[config.mk]
export PLATFORM = sky130hd
export DESIGN_NAME = vga_timing_gen
export DESIGN_NICKNAME = d
export VERILOG_FILES = /design/src/rtl/vga_timing_gen.sv
export SDC_FILE = /design/constraint.sdc
export NUM_CORES = 1
export LEC_CHECK = 0
export CORE_ASPECT_RATIO = 0.6
export CORE_MARGIN = 2
export CORE_UTILIZATION = 50
export CTS_BUF_LIST = sky130_fd_sc_hd__clkbuf_16
export CTS_CLUSTER_SIZE = 12
export DETAILED_ROUTE_END_ITERATION = 10
export GPL_ROUTABILITY_DRIVEN = 1
export PLACE_DENSITY = 0.75
export SLEW_MARGIN = 20
export SYNTH_ARGS = -nofsm -noshare
export SYNTH_HDL_FRONTEND = slang
export SYNTH_SLANG_ARGS = --single-unit
[constraint.sdc]
create_clock -name clk -period 3.8 [get_ports clk]
set_input_delay 0.76 -clock clk [delete_from_list [all_inputs] [get_ports clk]]
set_output_delay 0.76 -clock clk [all_outputs]
set_load 0.01 [all_outputs]
[src/rtl/vga_timing_gen.sv]
// vga_timing_gen: pixel-rate strobe, 640x480@60 H/V counters, HS/VS/DE and frame markers.
// Blanking-first line layout: front porch, sync, back porch, then active video.
// Optional build macro VGA_SYNC_DELAY_EN: HS/VS/DE lag the counters by one pixel
// to line up with a registered RGB stage downstream.
module vga_timing_gen #(
    parameter int unsigned PCK_DIV = 5,
    parameter int unsigned HPERIOD = 800,
    parameter int unsigned HFRONT  = 16,
    parameter int unsigned HWIDTH  = 96,
    parameter int unsigned HBACK   = 48,
    parameter int unsigned VPERIOD = 525,
    parameter int unsigned VFRONT  = 10,
    parameter int unsigned VWIDTH  = 2,
    parameter int unsigned VBACK   = 33
) (
    input  logic       clk,
    input  logic       rst_n,
    output logic       pix_en_o,
    output logic [9:0] hcnt_o,
    output logic [9:0] vcnt_o,
    output logic       vga_hs_o,
    output logic       vga_vs_o,
    output logic       disp_en_o,
    output logic       fstart_o,
    output logic [7:0] frame_cnt_o
);

    localparam int unsigned CNT_W = 10;
    localparam int unsigned DIV_W = 4;
    localparam int unsigned FRM_W = 8;

    localparam logic [DIV_W-1:0] DIV_LAST = DIV_W'(PCK_DIV - 1);
    localparam logic [CNT_W-1:0] H_LAST   = CNT_W'(HPERIOD - 1);
    localparam logic [CNT_W-1:0] V_LAST   = CNT_W'(VPERIOD - 1);
    localparam logic [CNT_W-1:0] HS_LO    = CNT_W'(HFRONT);
    localparam logic [CNT_W-1:0] HS_HI    = CNT_W'(HFRONT + HWIDTH);
    localparam logic [CNT_W-1:0] VS_LO    = CNT_W'(VFRONT);
    localparam logic [CNT_W-1:0] VS_HI    = CNT_W'(VFRONT + VWIDTH);
    localparam logic [CNT_W-1:0] HBLANK   = CNT_W'(HFRONT + HWIDTH + HBACK);
    localparam logic [CNT_W-1:0] VBLANK   = CNT_W'(VFRONT + VWIDTH + VBACK);

    logic [DIV_W-1:0] div_q, div_d;
    logic             pix_en_q, pix_en_d;
    logic [CNT_W-1:0] hcnt_q, hcnt_d;
    logic [CNT_W-1:0] vcnt_q, vcnt_d;
    logic             hs_q, hs_d;
    logic             vs_q, vs_d;
    logic             de_q, de_d;
    logic             fstart_q, fstart_d;
    logic [FRM_W-1:0] frame_q, frame_d;

    logic             h_wrap, v_wrap;
    logic [CNT_W-1:0] h_src, v_src;
    logic             flag_ld;

    // Clock divider; the strobe is registered and high while the divider sits on its last count
    always_comb begin
        div_d    = (div_q == DIV_LAST) ? '0 : div_q + DIV_W'(1);
        pix_en_d = (div_d == DIV_LAST);
    end

    // Position counters and frame marker, advanced only on pixel strobes
    always_comb begin
        h_wrap   = (hcnt_q == H_LAST);
        v_wrap   = (vcnt_q == V_LAST);
        hcnt_d   = hcnt_q;
        vcnt_d   = vcnt_q;
        fstart_d = 1'b0;
        frame_d  = frame_q;
        if (pix_en_q) begin
            hcnt_d = h_wrap ? '0 : hcnt_q + CNT_W'(1);
            if (h_wrap) begin
                vcnt_d = v_wrap ? '0 : vcnt_q + CNT_W'(1);
                if (v_wrap) begin
                    fstart_d = 1'b1;
                    frame_d  = frame_q + FRM_W'(1);
                end
            end
        end
    end

    // Sync/display-enable decode; the delayed build evaluates the counts being left on each strobe
    always_comb begin
`ifdef VGA_SYNC_DELAY_EN
        h_src   = hcnt_q;
        v_src   = vcnt_q;
        flag_ld = pix_en_q;
`else
        h_src   = hcnt_d;
        v_src   = vcnt_d;
        flag_ld = 1'b1;
`endif
        hs_d = hs_q;
        vs_d = vs_q;
        de_d = de_q;
        if (flag_ld) begin
            hs_d = ~((h_src >= HS_LO) && (h_src < HS_HI));
            vs_d = ~((v_src >= VS_LO) && (v_src < VS_HI));
            de_d = (h_src >= HBLANK) && (v_src >= VBLANK);
        end
    end

    // State register with asynchronous clear
    always_ff @(posedge clk or negedge rst_n) begin
        if (!rst_n) begin
            div_q    <= '0;
            pix_en_q <= 1'b0;
            hcnt_q   <= '0;
            vcnt_q   <= '0;
            hs_q     <= 1'b1;
            vs_q     <= 1'b1;
            de_q     <= 1'b0;
            fstart_q <= 1'b0;
            frame_q  <= '0;
        end else begin
            div_q    <= div_d;
            pix_en_q <= pix_en_d;
            hcnt_q   <= hcnt_d;
            vcnt_q   <= vcnt_d;
            hs_q     <= hs_d;
            vs_q     <= vs_d;
            de_q     <= de_d;
            fstart_q <= fstart_d;
            frame_q  <= frame_d;
        end
    end

    assign pix_en_o    = pix_en_q;
    assign hcnt_o      = hcnt_q;
    assign vcnt_o      = vcnt_q;
    assign vga_hs_o    = hs_q;
    assign vga_vs_o    = vs_q;
    assign disp_en_o   = de_q;
    assign fstart_o    = fstart_q;
    assign frame_cnt_o = frame_q;

endmodule
After elaboration in Yosys (flattened, before gate mapping) --
Index checks and enable logic that the tools add are counted.
Storage, ports and cells: register bits after elaboration 37, bits of input ports 2, output and inout bits 33, word-level logic and storage cells 38
Operators by class: $add $sub $neg 4, order comparisons 6, equality and inequality tests 4, multiplexer cells 9, bitwise logic cells 2, reduce and logical (&&, ||, !) cells 4
Operator list (number):
- 2-to-1 mux 10 bit | 5
- adder 10 x 1 -> 10 bit, second input constant | 2
- equality test 10 bit, second input constant | 2
- greater-or-equal comparator 10 x 4 -> 1 bit, second input constant | 1
- greater-or-equal comparator 10 x 5 -> 1 bit, second input constant | 1
- greater-or-equal comparator 10 x 6 -> 1 bit, second input constant | 1
- greater-or-equal comparator 10 x 8 -> 1 bit, second input constant | 1
- less-than comparator 10 x 4 -> 1 bit, second input constant | 1
- less-than comparator 10 x 7 -> 1 bit, second input constant | 1
- adder 8 x 1 -> 8 bit, second input constant | 1
- equality test 4 x 3 -> 1 bit, second input constant | 2
- adder 4 x 1 -> 4 bit, second input constant | 1
- 2-to-1 mux 4 bit | 1
- logical AND 1 bit | 3
- 2-to-1 mux 1 bit | 3
- AND reduction 3 bit | 1
- inverter 1 bit | 2

Logic depth before layout (Yosys ltp) --
word-level depth 7, gate-level depth with buffers 11, mapped depth without buffers 8

Least setup slack after synthesis --
Ideal clock, no wire load.
path kind register -> register, start point reg hcnt_q[5], in the netlist hcnt_o[5], end point reg vs_q, in the netlist vga_vs_o, setup time 0.094 ns, data arrival time 2.247 ns, data required time 3.706 ns, setup slack 1.459 ns, cell stages (with the launch flop) 7, path buffers 0, period minus slack after synthesis 2.341 ns, cells stage by stage dfrtp_1 -> or4b_4 -> or3_4 -> nor3_2 -> mux2i_1 -> a2bb2oi_1 -> or4b_1
On the way: cells in the longest elaborated chain, start to end 6, elaborated cells on any way between the ends 7, classes of those cells order compare (2); eq/ne (1); mux (2); bitwise (1); reduce/logical (1)
Ends and longest elaborated chain:
- from (decl) | RTL line 44 | logic [CNT_W-1:0] hcnt_q, hcnt_d;
- from (signal assigned) | RTL line 118 | hcnt_q <= hcnt_d;
- equality test 10 bit (*) | RTL line 64 | h_wrap = (hcnt_q == H_LAST);
- 2-to-1 mux 10 bit (*) | RTL line 72 | if (h_wrap) begin
- 2-to-1 mux 10 bit (*) | RTL line 70 | if (pix_en_q) begin
- greater-or-equal comparator 10 x 4 -> 1 bit / less-than comparator 10 x 4 -> 1 bit (equally long branches) | RTL line 98 | vs_d = ~((v_src >= VS_LO) && (v_src < VS_HI));
- logical AND 1 bit (*) | RTL line 98
- inverter 1 bit (*) | RTL line 98
- net vs_d | RTL line 47 | logic vs_q, vs_d;
- to (signal assigned) | RTL line 121 | vs_q <= vs_d;
- to (decl) | RTL line 47
Mark *: on every way through the listed nets, which the timed path passes. The rest lies on a longest branch. A chain may end at the register's enable or synchronous reset.

Worst setup path in the final report --
start point reg hcnt_q[0], in the netlist hcnt_o[0], end point reg vs_q, in the netlist vga_vs_o
On the way: cells in the longest elaborated chain, start to end 6, elaborated cells on any way between the ends 7, classes of those cells order compare (2); eq/ne (1); mux (2); bitwise (1); reduce/logical (1)
Ends and longest elaborated chain:
- equality test 10 bit (*) | RTL line 64
- 2-to-1 mux 10 bit (*) | RTL line 72
- 2-to-1 mux 10 bit (*) | RTL line 70
- net v_src[6] | RTL line 53 | logic [CNT_W-1:0] h_src, v_src;
- greater-or-equal comparator 10 x 4 -> 1 bit / less-than comparator 10 x 4 -> 1 bit (equally long branches) | RTL line 98
- logical AND 1 bit (*) | RTL line 98
- inverter 1 bit (*) | RTL line 98
- net vs_d | RTL line 47
Marked as above.

==> flow_summary.ini <==
[setup_path]
worstSetupStartpointType = flip-flop
rr_worst_depth = 8
timing.rr.start = hcnt_o[0]
end_kind = flip-flop
cp-endpoint = vga_vs_o
startpoint = hcnt_o[0]
timing.rr.end = vga_vs_o
critPathRequiredTime_ps = 3990
cp_data_arrival_time_ps = 2700
critPathMaxFanout = 16
reg2reg_slack_ps = 1290
worstSetupPathType = flip-flop to flip-flop

[drt]
avgRoutedWirePerCell_um = 15.9
vias_per_cell = 5.68
drc_errors = 0
antenna_left = 0
vias = 1534
drt_wl_total_um = 4280
drt_iter0_markers = 61
drtPass1Iterations = 4

[power_and_ir_drop]
power.total_w = 0.000804
leakagePower_nw = 1.05
power_density_nw_per_um2 = 334
vdd_drop_max_mv = 0.205

[hold_path]
hold_path_class = flip-flop to flip-flop

[synthesis]
synth_area_um2 = 1870
yosysWarnings = 0
synth_compound_area_share_pct = 8.41
synth-simple-area-share_pct = 23.0
syn-num-nets = 192
synthArstFlopShare_pct = 100
seq_area_frac_synth_pct = 49.5
synth_flop_cell = dfrtp_1
netlist_instances = 184
synth_top_family_by_area = simple AND/OR/NAND/NOR gates
synth-xor-area-share_pct = 8.88
syn_area_per_cell_um2 = 10.2
synth_cell_type_count = 41
synthAdderAreaFrac_pct = 4.01
synth-edff-count = 0
ys_ff_latch = 37
synthMuxAreaShare_pct = 2.80

[cells_and_area]
drive_gt1_share_pct = 7.62
nets = 230
antenna_cells = 0
final_cell_mix = dfrtp_1 (35), clkdlybuf4s50_1 (34), nor2_1 (14)
final_common_cell = dfrtp_1
area_growth_syn_to_layout_pct = 28.5

[global_route]
antenna_found_initial = 0
first_global_vias = 1463
gr-total-overflow = 0
track_usage_pct = 22.3
grt_max_degree = 38
grt_pass1_wl_um = 7340

[sta]
relSlewSlack_pct = 68.4
fmaxAchievable_mhz = 399
setup_violations = 0
drv_slew = 0
rsz0062_at_grt = false
tightestPinTransition_ps = 475
setup-tns-final_ps = 0
finalHoldViolCount = 0
period_needed_ps = 2510
finalCritPeriodShare_pct = 66.0
fin_worst_skew_ps = 4.40

[clock_tree]
hold_buffers = 0
cts_max_path_buffers = 2
cts-resized-gates = 0
cts-buffers-inserted = 5
clock-sinks = 37
cts_tree = done
clk_pin_slew_worst_paths_ps = 60
insertion_delay_ps = 280
post-cts-setup-buffers = 0
cts_max_level = 2
clock-root-buffer = clkbuf_16

[job]
maxCapViolCount = 0

[die]
die_w_um = 83.0
ios = 35
rows = 17
core-area_um2 = 3640
dieArea_um2 = 4270
die_y_um = 51.4
floorplan.initialDensity_pct = 51.5

[placement]
io_buffers = 34
globalplace.congestion = 0.881
hpwl_um = 3040

[run_status]
status = complete, no violations
[stage by stage]
step	cells	area [µm²]	setup WS (ps)	hold WS (ps)	utilization [%]
global route	270	2410	1110	521	66.2
finish	270	2410	1290	485	66.2
detailed placement	262	2270	1320	488	62.3
CTS	270	2410	1300	496	66.2
floorplan	184	1870	1460	441	-
global placement	262	2270	1360	464	62.3
[state kept, by name, summed over array words and instances (netlist names), 4 cells and up]
signal	count
frame_cnt_o	8
vcnt_o	10
div_q	4
hcnt_o	10
[synthesized netlist by cell type, types with 3 or more instances]
cell,count,share of area (%)
dfrtp_1,35,47
nand3_1,10,2.7
ha_1,6,4.0
and2_1,3,1.0
nand2_1,13,2.6
xnor2_1,13,6.1
mux2i_1,3,1.6
o21ai_0,11,2.9
nand4_1,7,2.3
and3_1,6,2.0
nor3_1,5,1.3
xor2_1,6,2.8
and4_1,3,1.4
nor2_1,14,2.8
inv_1,11,2.2
[cell families after synthesis]
logic type,count (synthesis)
adder cells (fa/ha/maj),6
AND/OR/NAND/NOR,76
XOR/XNOR,19
buffers and inverters,16
flip-flops,37
AO/OA/AOI/OAI,25
multiplexers,5
[critical path: stages, from the launching register on]
cell       delay (ps)
dfrtp_1           440
ha_1              260
nand4_1           230
nor3_2            220
buf_4             230
and4_1            240
xor2_1            110
a2bb2oi_1         180
or4b_1            520
[area by class of cell]
cell class                 count  area [µm²]
clock buffer                   5         125
clock inverter                 3        17.5
fill                         270        1230
inverter                      11        41.3
multi-input combinational    131         882
sequential                    37         928
tap                           47        58.8
timing repair buffer          36         355
[where the power goes]
group          internal, W  switching [W]  leakage [nW]   total (W)
Clock             0.000240       0.000160        0.0712    0.000400
Sequential        0.000394              0         0.492    0.000394
Combinational   0.00000156     0.00000752         0.484  0.00000908
Total             0.000636       0.000167          1.05    0.000804
[per-layer routing]
layer	GRT usage, %	vias to the layer above	routed length [µm]
li1	-	732	-
met1	31.0	740	2160
met2	34.0	53	1830
met3	5.98	9	226
met4	7.92	0	64
met5	0	-	0
[worst min path at each step]
stage,end,start,slack (ps),depth (start not counted)
final,frame_cnt_o[7],frame_cnt_o[7],480,1
after detailed placement,frame_cnt_o[7],frame_cnt_o[7],490,1
after CTS,div_q[0],div_q[0],500,1
after floorplan,div_q[0],div_q[0],440,1
after global placement,frame_cnt_o[7],frame_cnt_o[7],460,1
after global routing,frame_cnt_o[7],frame_cnt_o[7],520,1
(Power assumes the default switching activity.)
